**config.mk**
```make
export PLATFORM = sky130hd
export DESIGN_NAME = regfile_wb_sched_flat
export DESIGN_NICKNAME = d
export VERILOG_FILES = /design/src/rtl/regfile_pkg.sv /design/src/rtl/regfile_wb_sched_if.sv /design/src/rtl/rr_arbiter.sv /design/src/rtl/regfile_wb_sched.sv /design/src/flat_wrapper.sv
export SDC_FILE = /design/constraint.sdc
export NUM_CORES = 1
export LEC_CHECK = 0
export CAP_MARGIN = 10
export CELL_PAD_IN_SITES_DETAIL_PLACEMENT = 1
export CELL_PAD_IN_SITES_GLOBAL_PLACEMENT = 2
export CORE_ASPECT_RATIO = 0.9
export CORE_MARGIN = 4
export CORE_UTILIZATION = 21
export DETAILED_ROUTE_END_ITERATION = 12
export GPL_TIMING_DRIVEN = 0
export PLACE_DENSITY_LB_ADDON = 0.3
export SYNTH_ARGS = -nofsm -noshare
export SYNTH_HDL_FRONTEND = slang
export SYNTH_SLANG_ARGS = --single-unit
```
**constraint.sdc**
```tcl
create_clock -name clk -period 2.55 [get_ports clk]
set_input_delay 0.3825 -clock clk [delete_from_list [all_inputs] [get_ports clk]]
set_output_delay 0.3825 -clock clk [all_outputs]
set_load 0.05 [all_outputs]
```
**src/rtl/regfile_pkg.sv**
```systemverilog
// Shared register-file geometry and scheduler state encoding.
package regfile_pkg;

  localparam int unsigned REG_ADDR_W = 5;
  localparam int unsigned REG_DATA_W = 32;
  localparam int unsigned NUM_REGS   = 32;

  typedef enum logic {
    INIT = 1'b0,
    RUN  = 1'b1
  } state_e;

endpackage

```
**src/rtl/regfile_wb_sched_if.sv**
```systemverilog
// Write-back request bundle: per-requester valid/ready with packed address and data.
interface regfile_wb_sched_if
  import regfile_pkg::*;
#(
  parameter int unsigned NUM_REQ = 3,
  parameter int unsigned DATA_W  = REG_DATA_W,
  parameter int unsigned ADDR_W  = REG_ADDR_W
);

  logic [NUM_REQ-1:0]        req_valid;
  logic [NUM_REQ-1:0]        req_ready;
  logic [NUM_REQ*ADDR_W-1:0] req_addr;
  logic [NUM_REQ*DATA_W-1:0] req_data;

  modport master (output req_valid, output req_addr, output req_data, input req_ready);
  modport slave  (input req_valid, input req_addr, input req_data, output req_ready);

endinterface

```
**src/rtl/rr_arbiter.sv**
```systemverilog
// Combinational round-robin arbiter: first requester at or above ptr, modulo N.
module rr_arbiter #(
  parameter int unsigned N = 3,
  parameter int unsigned IDX_W = $clog2(N)
) (
  input  logic [N-1:0]     req,
  input  logic [IDX_W-1:0] ptr,
  output logic [N-1:0]     gnt,
  output logic [IDX_W-1:0] gnt_idx
);

  // Scan from the farthest offset down so the nearest valid requester wins.
  always_comb begin
    gnt     = '0;
    gnt_idx = '0;
    for (int k = int'(N) - 1; k >= 0; k--) begin
      int idx;
      idx = (int'(ptr) + k) % int'(N);
      if (req[idx]) begin
        gnt      = '0;
        gnt[idx] = 1'b1;
        gnt_idx  = IDX_W'(idx);
      end
    end
  end

endmodule

```
**src/rtl/regfile_wb_sched.sv**
```systemverilog
// Register-file write-port scheduler: init sweep r[i]=i, then round-robin write-back.
// Optional decode bypass compare enabled by WB_SCHED_BYPASS_EN.
module regfile_wb_sched
  import regfile_pkg::*;
#(
  parameter int unsigned NUM_REQ = 3,
  parameter int unsigned DATA_W  = REG_DATA_W,
  parameter int unsigned ADDR_W  = REG_ADDR_W
) (
  input  logic              clk,
  input  logic              rst,
  regfile_wb_sched_if.slave wb,
  output logic              rf_we,
  output logic [ADDR_W-1:0] rf_waddr,
  output logic [DATA_W-1:0] rf_wdata,
  output logic              init_done
`ifdef WB_SCHED_BYPASS_EN
  ,
  input  logic [ADDR_W-1:0] byp_addr_a,
  input  logic [ADDR_W-1:0] byp_addr_b,
  output logic              byp_hit_a,
  output logic              byp_hit_b,
  output logic [DATA_W-1:0] byp_data
`endif
);

  localparam int unsigned IDX_W = $clog2(NUM_REQ);
  localparam logic [ADDR_W-1:0] LAST_ADDR = '1;

  state_e              state_q, state_d;
  logic [ADDR_W-1:0]   init_cnt_q, init_cnt_d;
  logic [IDX_W-1:0]    rr_ptr_q, rr_ptr_d;
  logic                rf_we_q, rf_we_d;
  logic [ADDR_W-1:0]   rf_waddr_q, rf_waddr_d;
  logic [DATA_W-1:0]   rf_wdata_q, rf_wdata_d;
  logic                init_done_q, init_done_d;

  logic [NUM_REQ-1:0]  gnt;
  logic [IDX_W-1:0]    gnt_idx;
  logic [ADDR_W-1:0]   sel_addr;
  logic [DATA_W-1:0]   sel_data;
  logic                hs;

  rr_arbiter #(.N(NUM_REQ), .IDX_W(IDX_W)) u_arb (
    .req     (wb.req_valid),
    .ptr     (rr_ptr_q),
    .gnt     (gnt),
    .gnt_idx (gnt_idx)
  );

  assign wb.req_ready = (state_q == RUN) ? gnt : '0;
  assign hs           = (state_q == RUN) && (|gnt);

  // Select the granted requester's packed address/data slice.
  always_comb begin
    sel_addr = '0;
    sel_data = '0;
    for (int i = 0; i < int'(NUM_REQ); i++) begin
      if (gnt_idx == IDX_W'(i)) begin
        sel_addr = wb.req_addr[i*ADDR_W +: ADDR_W];
        sel_data = wb.req_data[i*DATA_W +: DATA_W];
      end
    end
  end

  always_comb begin
    state_d     = state_q;
    init_cnt_d  = init_cnt_q;
    rr_ptr_d    = rr_ptr_q;
    rf_we_d     = 1'b0;
    rf_waddr_d  = rf_waddr_q;
    rf_wdata_d  = rf_wdata_q;
    init_done_d = init_done_q;
    case (state_q)
      INIT: begin
        rf_we_d    = 1'b1;
        rf_waddr_d = init_cnt_q;
        rf_wdata_d = DATA_W'(init_cnt_q);
        init_cnt_d = init_cnt_q + ADDR_W'(1);
        if (init_cnt_q == LAST_ADDR) begin
          state_d     = RUN;
          init_done_d = 1'b1;
        end
      end
      RUN: begin
        // Writes to r0 complete the handshake but never assert the enable.
        if (hs) begin
          rf_waddr_d = sel_addr;
          rf_wdata_d = sel_data;
          rf_we_d    = (sel_addr != '0);
          rr_ptr_d   = (gnt_idx == IDX_W'(NUM_REQ - 1)) ? '0 : gnt_idx + IDX_W'(1);
        end
      end
      default: state_d = INIT;
    endcase
  end

  always_ff @(posedge clk) begin
    if (!rst) begin
      state_q     <= INIT;
      init_cnt_q  <= '0;
      rr_ptr_q    <= '0;
      rf_we_q     <= 1'b0;
      rf_waddr_q  <= '0;
      rf_wdata_q  <= '0;
      init_done_q <= 1'b0;
    end else begin
      state_q     <= state_d;
      init_cnt_q  <= init_cnt_d;
      rr_ptr_q    <= rr_ptr_d;
      rf_we_q     <= rf_we_d;
      rf_waddr_q  <= rf_waddr_d;
      rf_wdata_q  <= rf_wdata_d;
      init_done_q <= init_done_d;
    end
  end

  assign rf_we     = rf_we_q;
  assign rf_waddr  = rf_waddr_q;
  assign rf_wdata  = rf_wdata_q;
  assign init_done = init_done_q;

`ifdef WB_SCHED_BYPASS_EN
  // Decode forwards the value currently on the write port.
  assign byp_hit_a = rf_we_q && (rf_waddr_q == byp_addr_a) && (byp_addr_a != '0);
  assign byp_hit_b = rf_we_q && (rf_waddr_q == byp_addr_b) && (byp_addr_b != '0);
  assign byp_data  = rf_wdata_q;
`endif

endmodule
```
**src/flat_wrapper.sv**
```systemverilog
// flat-port wrapper written by rule: the top's interface ports become plain ports
module regfile_wb_sched_flat import regfile_pkg::*;
#(
  parameter int unsigned NUM_REQ = 3,
  parameter int unsigned DATA_W  = REG_DATA_W,
  parameter int unsigned ADDR_W  = REG_ADDR_W
)
  (clk, rst, rf_we, rf_waddr, rf_wdata, init_done, wb_req_valid, wb_req_addr, wb_req_data, wb_req_ready);
  regfile_wb_sched_if #(.NUM_REQ(NUM_REQ), .DATA_W(DATA_W), .ADDR_W(ADDR_W)) wb_i ();
  input  logic clk;
  input  logic rst;
  output logic rf_we;
  output logic [ADDR_W-1:0] rf_waddr;
  output logic [DATA_W-1:0] rf_wdata;
  output logic init_done;
  input wire logic [$bits(wb_i.req_valid)-1:0] wb_req_valid;
  input wire logic [$bits(wb_i.req_addr)-1:0] wb_req_addr;
  input wire logic [$bits(wb_i.req_data)-1:0] wb_req_data;
  output wire logic [$bits(wb_i.req_ready)-1:0] wb_req_ready;
  assign wb_i.req_valid = wb_req_valid;
  assign wb_i.req_addr = wb_req_addr;
  assign wb_i.req_data = wb_req_data;
  assign wb_req_ready = wb_i.req_ready;
  regfile_wb_sched #(.NUM_REQ(NUM_REQ), .DATA_W(DATA_W), .ADDR_W(ADDR_W)) u_core (.clk(clk), .rst(rst), .wb(wb_i), .rf_we(rf_we), .rf_waddr(rf_waddr), .rf_wdata(rf_wdata), .init_done(init_done));
endmodule
```
==> impl_metrics.yaml, run 1 <==
floorplan:
  dieArea_sq_um: 15800
  die_h_um: 120
  io_pins: 158
  start_util: 0.216
  core-area_sq_um: 13500
  std_cell_rows: 40
  die_width_um: 132
routing:
  drc: 0
  ant_nets: 0
  routedWlPerCell_um: 18.4
  post_drt_via_cell_ratio: 4.83
  routed_wl_um: 12200
  drt_iter0_drc: 97
  drtPass1Iterations: 4
  via_count: 3195
synth:
  yosysUniqueCellTypes: 49
  ys_seq_area_frac: 0.324
  ys_top_cells_by_area: "dfxtp_1 (32%), mux2i_1 (8.3%), mux2_2 (5.8%)"
  ys_top_cells_by_count: "dfxtp_1 (47), nand2_1 (41), mux2i_1 (24)"
  synth.avg_cell_area_sq_um: 8.85
  synth_seq_cells: 47
  yosys_warnings: 0
  yosys.area.top_type_share: 0.324
  syn_nets: 450
  synth_top_area_cell: "dfxtp_1"
  ys_async_sr_fraction: 0
  synth_area_sq_um: 2900
  yosysMostFrequentCell: "dfxtp_1"
  synthCells: 328
  synth-edff-count: 0
  synth-main-ff-cell: "dfxtp_1"
timing:
  relSlewSlack: 0.585
  max_freq_mhz: 411
  fin_skew_ns: 0.00507
  finalMaxSlewViolations: 0
  post-route-period-util: 0.955
  setup_slack_ns: 0.115
  tightest_slew_ns: 0.616
  rsz0062_at_grt: "true"
  setup_viol: 0
  final-hold-violation-count: 0
  whs_ns: 0.472
  period_minus_slack_ns: 2.43
setup_path:
  setup.worst_path.class: "in -> out"
  cp.arrival_ns: 2.05
  reg2reg_slack_ns: 0.15
  cp.required_ns: 2.17
  rr_endpoint: "u_core.rf_wdata[17]"
  cp-end-kind: "output pin"
  cp_max_fo: 6
  reg2reg_depth: 12
  crit_path_start_kind: "input pin"
  r2r-start: "u_core.rr_ptr_q[1]"
clock_network:
  insertion_delay_ns: 0.28
  cts_tree: "yes"
  cts_made_buffers: 5
  path_clk_slew_ns: 0.06
  h-tree-depth: 2
  cts_max_path_buffers: 2
  cts-root-buf: "clkbuf_16"
  cts_sinks: 47
placement:
  hpwl_um: 9830
  post-place-ws_ns: -0.560
  dpl_cell_area_sq_um: 4660
  gp_congestion: 0.799
  port_buffers: 155
final_layout:
  drive_gt1_frac: 0.146
  final_nets: 616
  diodes: 0
  multi_input_area_sq_um: 1830
  fillers: 1548
  register_area_sq_um: 948
  postLayoutCellArea_sq_um: 4920
  area_delta_synth_final_pct: 69.7
power_and_ir_drop:
  p_comb_frac: 0.240
  switching_share: 0.248
  peakVddDrop_uv: 202
  power.internal_uw: 1350
  switching_power_uw: 445
  leakagePower_uw: 0.00176
  p_per_area_nw_per_um2: 364
  p_clk_frac: 0.342
  seq_power_share: 0.418
status:
  status: "completed"
min_path:
  hold_path_end: "u_core.rf_wdata[12]"
  whs_path_depth: 2
  worst_hold_path_type: "reg -> reg"
  hold_path.startpoint: "u_core.rf_wdata[12]"
global_route:
  grtUsageTotal: 0.146
  antenna_found_initial: 1
  grt_pass1_wl_um: 18700
  grt_max_degree: 13
  grt_pass1_vias: 3374
  gr-total-overflow: 0
run:
  drv_cap: 0
## through the flow
stage	total power, uW	util	TNS (ns)	std cells
3_3_place_gp	1190	0.346	-3.11	651
6_report	1790	0.366	0	661
4_1_cts	1820	0.357	-0.0301	658
3_5_place_dp	1190	0.346	-3.90	651
5_1_grt	1890	0.366	0	661
2_1_floorplan	950	-	0	328
## worst max-delay path by stage
stage | from | end | slack, ns
after CTS | u_core.rr_ptr_q[0] | wb_req_ready[1] | -0.03
after global routing | wb_req_valid[0] | wb_req_ready[1] | 0.002
after detailed placement | wb_req_valid[2] | wb_req_ready[1] | -0.56
final | wb_req_valid[0] | wb_req_ready[1] | 0.12
after global placement | wb_req_valid[2] | wb_req_ready[1] | -0.53
after floorplan | u_core.rr_ptr_q[1] | wb_req_ready[1] | 0.05
## layout by cell type (no fill, tap or decap), types with 12 or more instances in the layout
master / synthesis / layout
a22oi_1: 14 / 14
a311oi_1: 14 / 12
clkdlybuf4s50_1: 0 / 151
dfxtp_1: 47 / 45
mux2_2: 15 / 15
mux2i_1: 24 / 23
nand2_1: 41 / 41
nor2_1: 21 / 21
o22ai_1: 13 / 13
## power groups by stage
stage	registers, uW	clock network [uW]	logic [uW]
floorplan	786	0	164
global placement	768	0	421
detailed placement	768	0	424
CTS	752	641	427
global route	751	674	463
finish	750	613	430
## timing repair
| action | 4_1_cts | 5_1_grt |
|---|---|---|
| hold buffers | 0 | 0 |
| endpoints found under the setup margin | 9 | 28 |
| gates cloned | 0 | 0 |
| gates resized for setup | 22 | 23 |
| buffers inserted | 1 | 3 |
| pin swaps | 0 | 4 |
## state kept, by name, indices dropped and copies added (netlist names)
| signal | flops |
|---|---|
| u_core.rf_wdata | 32 |
| u_core.rf_we | 1 |
| u_core.init_done | 1 |
| u_core.init_cnt_q | 5 |
| u_core.rr_ptr_q | 2 |
| u_core.state_q | 1 |
| u_core.rf_waddr | 5 |
## critical path: stages
cell and delay [ns]:
clkdlybuf4s50_1 0.53, mux2_2 0.36, nor4b_4 0.29, o21ai_1 0.11
a21oi_1 0.15, buf_4 0.23
## layer usage
layer	routed length [um]	track usage	share of wire
met1	5310	0.183	0.44
met2	5860	0.248	0.48
met3	897	0.0511	0.074
met4	73	0.0230	0.0060
met5	13	0	0.0011
## cells by family after synthesis
| logic type | Yosys count | synth area share |
|---|---|---|
| and+or+nand+nor | 115 | 0.206 |
| AOI/OAI and AO/OA | 84 | 0.223 |
| DFF | 47 | 0.324 |
| muxes | 39 | 0.141 |
| buffers and inverters | 35 | 0.0737 |
| adders and majority gates | 6 | 0.0259 |
| xor gates and xnor gates | 2 | 0.00604 |
## cell type report
class,instances,area share
plain buffers,30,0.0422
clock buffers,6,0.0262
inverters,5,0.00381
multi-input cells,246,0.372
flip-flops and latches,47,0.193
well taps,168,0.0427
repair buffers,159,0.320
Note: power is estimated with default switching activity, not from simulation.
==> run 2: changes to the inputs <==
Settings changed: SYNTH_HIERARCHICAL set to 1.
==> impl_metrics.yaml, run 2 <==
status:
  status: "complete, but fails checks"
  violations: "setup timing"
synth:
  synth-xor-area-share: 0.00944
  ys_seq_area_frac: 0.338
  synth_mux_area_frac: 0.165
  yosysUniqueCellTypes: 52
  yosysMostFrequentCell: "nor2_1"
  synth_area_sq_um: 2780
  syn_nets: 446
  synth-edff-count: 0
  yosys.area_share.simple: 0.196
  synth.avg_cell_area_sq_um: 8.59
  synth_adder_area_share: 0.0270
  ys_async_sr_fraction: 0
  ys_top_cells_by_count: "nor2_1 (65), dfxtp_1 (47), mux2i_1 (31)"
  ys_top_cells_by_area: "dfxtp_1 (34%), mux2i_1 (11%), nor2_1 (8.8%)"
  synth_top_area_cell: "dfxtp_1"
  yosys_warnings: 6
  synth_top_family_by_area: "compound AO/OA/AOI/OAI gates"
  synth-main-ff-cell: "dfxtp_1"
  yosys.area.top_type_share: 0.338
  synth_compound_area_frac: 0.201
  synth_seq_cells: 47
  synthCells: 324
final_layout:
  fillers: 1485
  area_delta_synth_final_pct: 97.0
  drive_gt1_frac: 0.244
  final_nets: 646
  stdcell_count: 689
  diodes: 0
  final_cell_mix: "clkdlybuf4s50_1 (152), nor2_1 (60), dfxtp_1 (45)"
  final_common_cell: "clkdlybuf4s50_1"
  largest_reg_flops: 32
floorplan:
  die_h_um: 117
  dieArea_sq_um: 15200
  start_util: 0.217
  die_width_um: 129
  std_cell_rows: 39
  core-area_sq_um: 12800
  io_pins: 158
power_and_ir_drop:
  peakVddDrop_uv: 353
  p_clk_frac: 0.402
  leakagePower_uw: 0.00213
  power.internal_uw: 1610
  switching_power_uw: 522
  switching_share: 0.244
  p_per_area_nw_per_um2: 390
  p_comb_frac: 0.247
  seq_power_share: 0.352
  power_uw: 2140
clock_network:
  path_clk_slew_ns: 0.07
  cts_sinks: 47
  h-tree-depth: 2
  cts_max_path_buffers: 2
  cts_tree: "yes"
  insertion_delay_ns: 0.29
  cts-root-buf: "clkbuf_16"
  cts_made_buffers: 5
routing:
  routedWlPerCell_um: 18.3
  post_drt_via_cell_ratio: 4.69
  drc: 0
  via_count: 3232
  routed_wl_um: 12600
  ant_nets: 0
  drt_iter0_drc: 126
  drtPass1Iterations: 4
placement:
  post-place-cells: 645
  port_buffers: 157
  gp_congestion: 0.744
  hpwl_um: 9120
timing:
  rsz0062_at_grt: "true"
  fin_skew_ns: 0.00468
  setup_slack_ns: -0.0485
  post-route-period-util: 1.02
  tightest_slew_ns: 0.636
  period_minus_slack_ns: 2.60
  max_freq_mhz: 385
  relSlewSlack: 0.576
  finalMaxSlewViolations: 0
  setup_viol: 5
  final-hold-violation-count: 0
setup_path:
  cp.required_ns: 2.75
  crit_path_start_kind: "register"
  r2r-start: "u_core/rr_ptr_q[0]"
  cp.arrival_ns: 2.80
  setup.worst_path.end: "u_core/rf_waddr[3]"
  setup.worst_path.class: "reg -> reg"
  rr_endpoint: "u_core/rf_waddr[3]"
  reg2reg_depth: 11
  cp_max_fo: 6
  crit_start: "u_core/rr_ptr_q[0]"
  cp_slowest_cell: "or3_4"
  cp-end-kind: "register"
  reg2reg_slack_ns: -0.05
  worst_path_largest_cell_delay_ns: 0.39
  worstPathCellList: "inv_2 -> ha_2 -> nand2b_1 -> mux2i_1 -> a22o_1 -> mux2_4 -> or3_4 -> buf_12 -> buf_8 -> o2111a_1 -> o31ai_2"
global_route:
  gr-total-overflow: 0
  grt_pass1_vias: 3322
  grtUsageTotal: 0.154
  grt_pass1_wl_um: 18200
  antenna_found_initial: 0
  grt_max_degree: 16
min_path:
  worst_hold_path_type: "reg -> reg"
  whs_path_depth: 2
run:
  drv_cap: 0
## run 2: changes by cell type after synthesis, moves of 14 or more
cell | before | now
nor2_1 | 21 | 65
nand2_1 | 41 | 13
a211oi_1 | 1 | 18
a22oi_1 | 14 | 0
a311oi_1 | 14 | 0
nor3_1 | 4 | 18
## run 2: final cells by class
cell class / instances / area, sq um / share of cell area
multi-input combinational: 244 / 1970 / 0.359
timing repair buffer: 196 / 1920 / 0.351
sequential: 47 / 946 / 0.173
buffer: 23 / 221 / 0.0404
tap: 164 / 205 / 0.0374
clock buffer: 5 / 125 / 0.0228
clock inverter: 3 / 67.6 / 0.0123
inverter: 7 / 26.3 / 0.00479
## run 2: power groups by stage
stage / Sequential (uW) / Clock, uW / Combinational (uW)
after floorplan: 788 / 0 / 170
after global placement: 768 / 0 / 431
after detailed placement: 768 / 0 / 437
after CTS: 750 / 886 / 498
after global routing: 752 / 915 / 567
final: 751 / 857 / 527
## run 2: metal layers
metal	track usage	share of wire
met2	0.271	0.51
met4	0.0427	0.014
met5	0	0
met1	0.191	0.43
met3	0.0327	0.053
## run 2: worst min-delay path by stage
| stage | startpoint | endpoint | slack [ns] |
|---|---|---|---|
| after global placement | u_core/rf_wdata[3] | u_core/rf_wdata[3] | 0.45 |
| after global routing | u_core/rf_wdata[3] | u_core/rf_wdata[3] | 0.51 |
| after CTS | u_core/rf_wdata[3] | u_core/rf_wdata[3] | 0.49 |
| final | u_core/rf_wdata[3] | u_core/rf_wdata[3] | 0.48 |
| after floorplan | u_core/rr_ptr_q[0] | u_core/rr_ptr_q[0] | 0.47 |
| after detailed placement | u_core/rf_wdata[3] | u_core/rf_wdata[3] | 0.48 |
## run 2: critical path, delay by kind of cell, from the launching register on
kind | cells | cell delay (ns)
muxes | 2 | 0.41
buffers and inverters | 3 | 0.37
and+or+nand+nor | 2 | 0.55
DFF | 1 | 0.36
adders and majority gates | 1 | 0.25
AOI/OAI and AO/OA | 3 | 0.58
## run 2: kinds of logic after synthesis
family	Yosys count
DFF	47
adders and majority gates	6
buffers and inverters	33
AOI/OAI and AO/OA	74
xor gates and xnor gates	3
muxes	44
and+or+nand+nor	117
## run 2: what timing repair did
item	4_1_cts	5_1_grt
gates resized for setup	81	53
gates cloned	2	0
buffers inserted	31	6
pin swaps	25	24
endpoints found under the setup margin	42	42
hold buffers	0	0
## run 2: through the flow
| step | setup TNS (ns) | util | hold WS [ns] | area [sq um] | setup WS (ns) |
|---|---|---|---|---|---|
| floorplan | 0 | - | 0.466 | 2790 | 0.00563 |
| global placement | -17.53 | 0.355 | 0.446 | 4560 | -0.645 |
| detailed placement | -19.80 | 0.355 | 0.475 | 4560 | -0.688 |
| CTS | -1.08 | 0.411 | 0.488 | 5270 | -0.0938 |
| global route | -3.06 | 0.427 | 0.511 | 5480 | -0.165 |
| finish | -0.105 | 0.427 | 0.476 | 5480 | -0.0485 |
==> run 3: changes to the inputs <==
Settings changed: HOLD_SLACK_MARGIN set to 0.03.
==> results of run 3 <==
Same layout as run 2: the final DEF is identical, and so are final timing and power.
==> patch 1, RTL diff (settings of run 3) <==
Change the package constant `REG_ADDR_W` from 5 to 7.
--- a/src/rtl/regfile_pkg.sv
+++ b/src/rtl/regfile_pkg.sv
@@ -3,3 +3,3 @@
 
-  localparam int unsigned REG_ADDR_W = 5;
+  localparam int unsigned REG_ADDR_W = 7;
   localparam int unsigned REG_DATA_W = 32;
Ports: changed (resized rf_waddr and wb_req_addr); port bits go from 158 to 166. The function was not compared with the original's and may differ.
==> patch 1 against run 3 <==
- synthesized area increased by 14%
- wire length increased by 14%
- final cell count increased by 13%
- final area increased by 8.4%
- power decreased by 1.8%
- count of clock-buffer cells in the layout increased by 1
- worst setup slack improved by 0.056 ns
- sequential cell count increased by 4
- critical endpoint is now u_core/rf_wdata[11]
==> patch 1: results (changes against run 3) <==
sequential fraction of the synthesis area=32.2% (was 33.8%); final hold slack=0.500 ns (was 0.476 ns); worst vdd ir=0.229 mV (was 0.353 mV); slowest cell on the critical path=mux2_4 (was or3_4); fin nets=710 (was 646); Cell variety after synth=49 (was 52); flop2flop setup slack=0.007 ns (was -0.05 ns); via count=3603 (was 3232); CP delay by family, top=buffers and inverters (was compound AO/OA/AOI/OAI gates); Largest stage delay, worst path=0.34 ns (was 0.39 ns); drt pass-1 iters=4 (unchanged); first-pass GRT wire length=21200 um (was 18200 um); net count after synthesis=509 (was 446); drt first-iter violations=127 (was 126); Post-synth EDFFs=0 (unchanged); critical path endpoint=u_core/rf_wdata[11] (was u_core/rf_waddr[3]); Total GRT Usage=15.6% (was 15.4%); R2R depth=13 (was 11); synth cell count leaders=dfxtp_1 (51), mux2i_1 (48), nor2_1 (42) (was nor2_1 (65), dfxtp_1 (47), mux2i_1 (31)); Avg WL per Cell=18.3 um (about the same); type of the worst setup path=flop to flop (unchanged); largest net degree at the start of global routing=15 (was 16); status=finished clean (was finished, violations left); Worst slew margin=60.2% (was 57.6%); main area contributors after synthesis=dfxtp_1 (32%), mux2i_1 (15%), nor2_1 (5.0%) (was dfxtp_1 (34%), mux2i_1 (11%), nor2_1 (8.8%)); skew final=0.00585 ns (was 0.00468 ns); Placer Congestion=0.794 (was 0.744); Leakage=0.00218 uW (was 0.00213 uW); number of global-route vias before repair=3800 (was 3322)
-- patch 1: power breakdown --
group	internal, uW	leakage, uW	switching, uW
combinational	348	0.00170	248
clock	384	0.0000727	303
sequential	805	0.000414	8.84
-- patch 1: cell type report --
| cell class | count | area [um^2] |
|---|---|---|
| Tap cell | 198 | 248 |
| Timing Repair Buffer | 198 | 1990 |
| Fill cell | 1675 | 8820 |
| Clock buffer | 6 | 139 |
| Clock inverter | 1 | 5.00 |
| Sequential cell | 51 | 1030 |
| Multi-Input combinational cell | 290 | 2250 |
| Inverter | 11 | 41.3 |
| Buffer | 26 | 243 |
-- patch 1: metrics by stage --
stage | power (uW) | worst slack, ns | cells | setup TNS (ns) | cell area, um^2
after floorplan | 1050 | 0.0461 | 382 | 0 | 3170
after global placement | 1310 | -0.554 | 745 | -15.40 | 5070
after detailed placement | 1320 | -0.592 | 745 | -17.20 | 5070
after CTS | 2090 | -0.0407 | 777 | -0.262 | 5700
after global routing | 2190 | -0.101 | 781 | -1.61 | 5940
final | 2100 | 0.00725 | 781 | 0 | 5940
-- patch 1: logic make-up (layout without fill, tap and decap cells) --
family / count (synthesis) / in the layout / share of synthesized area (%)
AOI/OAI and AO/OA: 95 / 95 / 21.0
xor gates and xnor gates: 5 / 5 / 1.38
adders and majority gates: 5 / 5 / 1.97
buffers and inverters: 42 / 242 / 6.86
DFF: 51 / 51 / 32.2
muxes: 50 / 50 / 16.0
and+or+nand+nor: 134 / 135 / 20.7
-- patch 1: worst min-delay path: cells and delay by family (launching register included) --
family / cells / cell delay, ns
flops: 1 / 0.31
simple gates: 2 / 0.14
-- patch 1: repair_timing --
action / CTS / global route
setup buffers: 25 / 6
pin swaps: 14 / 15
gates resized for setup: 90 / 55
hold endpoints to repair: 0 / 0
setup endpoints to repair: 44 / 43
gates cloned: 1 / 2
hold buffers: 0 / 0
-- patch 1: metal layers --
metal	track usage, %	vias up	part of all wire [%]
met5	0	-	0
li1	-	1760	-
met4	1.94	0	0.86
met1	20.8	1721	44
met2	25.3	112	48
met3	4.77	10	7.6
-- patch 1: how the worst min path moves through the flow --
stage	from	endpoint
detailed placement	u_core/rf_wdata[30]	u_core/rf_wdata[30]
global route	u_core/rf_wdata[11]	u_core/rf_wdata[11]
floorplan	u_core/init_cnt_q[6]	u_core/rf_wdata[6]
finish	u_core/rf_wdata[30]	u_core/rf_wdata[30]
CTS	u_core/rf_wdata[30]	u_core/rf_wdata[30]
global placement	u_core/rf_wdata[16]	u_core/rf_wdata[16]
==> patch 2, RTL diff (flow settings as in run 3) <==
Made on the original files. Reset style: asynchronous (`rst`), changed in one clocked block.
--- a/src/rtl/regfile_wb_sched.sv
+++ b/src/rtl/regfile_wb_sched.sv
@@ -97,3 +97,3 @@
 
-  always_ff @(posedge clk) begin
+  always_ff @(posedge clk or negedge rst) begin
     if (!rst) begin
Function: differs if rst is asserted again (counterexample within 4 cycles, from zero or initial values and one cycle with rst low); with rst held inactive, the same outputs for 10 cycles.
==> patch 2 against run 3 <==
- the flow still finishes with violations (negative setup slack)
- die area increased by 3.9%
- global-route usage decreased by 0.75 points
- worst setup slack improved by 0.027 ns
- synthesized cell count decreased by 0.31%
- wire length decreased by 2.6%
- synthesized area increased by 4.2%
- final area increased by 2.1%
- sequential cell count unchanged
- critical endpoint is now wb_req_ready[2]
Power is left out: it rests on default switching activity, and per cell area and clock period it moved more than threefold.
==> patch 2: results (changes against run 3) <==
n_taps=168 (was 164); status=finished, violations left (unchanged); setup TNS=-0.0338 ns (was -0.105 ns); metal3 WL=603 um (was 663 um); Mapped Avg Cell Area=8.98 um^2 (was 8.59 um^2); Largest stage delay, worst path=0.43 ns (was 0.39 ns); Reg2Reg Launch Point=u_core/rr_ptr_q[1] (was u_core/rr_ptr_q[0]); post-place instance area=4700 um^2 (was 4560 um^2); flop2flop setup slack=-0.01 ns (was -0.05 ns); fraction of area in multi-input gates=31.5% (was 35.9%); Final setup viols=6 (was 5); synth cell count leaders=dfrtp_1 (47), a21oi_1 (44), mux2i_1 (39) (was nor2_1 (65), dfxtp_1 (47), mux2i_1 (31)); main area contributors after synthesis=dfrtp_1 (41%), mux2i_1 (13%), a21oi_1 (7.6%) (was dfxtp_1 (34%), mux2i_1 (11%), nor2_1 (8.8%)); Hold/Removal Path Class=primary input to async pin (was flop to flop); critical path endpoint=wb_req_ready[2] (was u_core/rf_waddr[3]); Cell variety after synth=41 (was 52); Post-Synth XOR/XNOR Area=0.906% (was 0.944%); Inverters=6 (was 7); fillers=1551 (was 1485); largest net degree at the start of global routing=27 (was 16); mux cell area share after synthesis=15.1% (was 16.5%); skew final=0.00646 ns (was 0.00468 ns); routing usage on met2=27.2% (was 27.1%); share of cells above drive strength 1=22.1% (was 24.4%); met1 WL=5010 um (was 5380 um); number of non-clock buffers=212 (was 219); vias per cell=4.56 (was 4.69); failing checks=negative setup slack (unchanged); grt met1 use=17.1% (was 19.1%); sequential fraction of the synthesis area=40.6% (was 33.8%); drt first-iter violations=119 (was 126); first-pass GRT wire length=18400 um (was 18200 um); Seq area share=21.0% (was 17.3%); Synth Area in Adders=2.59% (was 2.70%); Placer Congestion=0.750 (was 0.744); net count after synthesis=445 (was 446); Setup WS post-layout=-0.0220 ns (was -0.0485 ns); multi-input gate count=247 (was 244); Avg WL per Cell=17.8 um (was 18.3 um); Total GRT Usage=14.6% (was 15.4%)
-- patch 2: cell types whose count changed after synthesis, moves of 8 or more --
cell | before | now
nor2_1 | 65 | 37
o21ai_1 | 4 | 37
nor3_1 | 18 | 1
mux2i_1 | 31 | 39
a222oi_1 | 10 | 0
mux2_2 | 11 | 3
nand2_1 | 13 | 35
dfxtp_1 | 47 | 0
a21oi_1 | 13 | 44
dfrtp_1 | 0 | 47
a211oi_1 | 18 | 0
-- patch 2: how the worst min path moves through the flow --
stage                                      end  cells past startpoint  slack, ns
after floorplan           u_core/init_cnt_q[0]                      0       0.09
after global routing       u_core/rf_wdata[10]                      1       0.13
after global placement        u_core/init_done                      1       0.47
after CTS                  u_core/rf_wdata[10]                      1        0.1
final                      u_core/rf_wdata[10]                      1       0.09
after detailed placement   u_core/rf_wdata[10]                      1       0.41
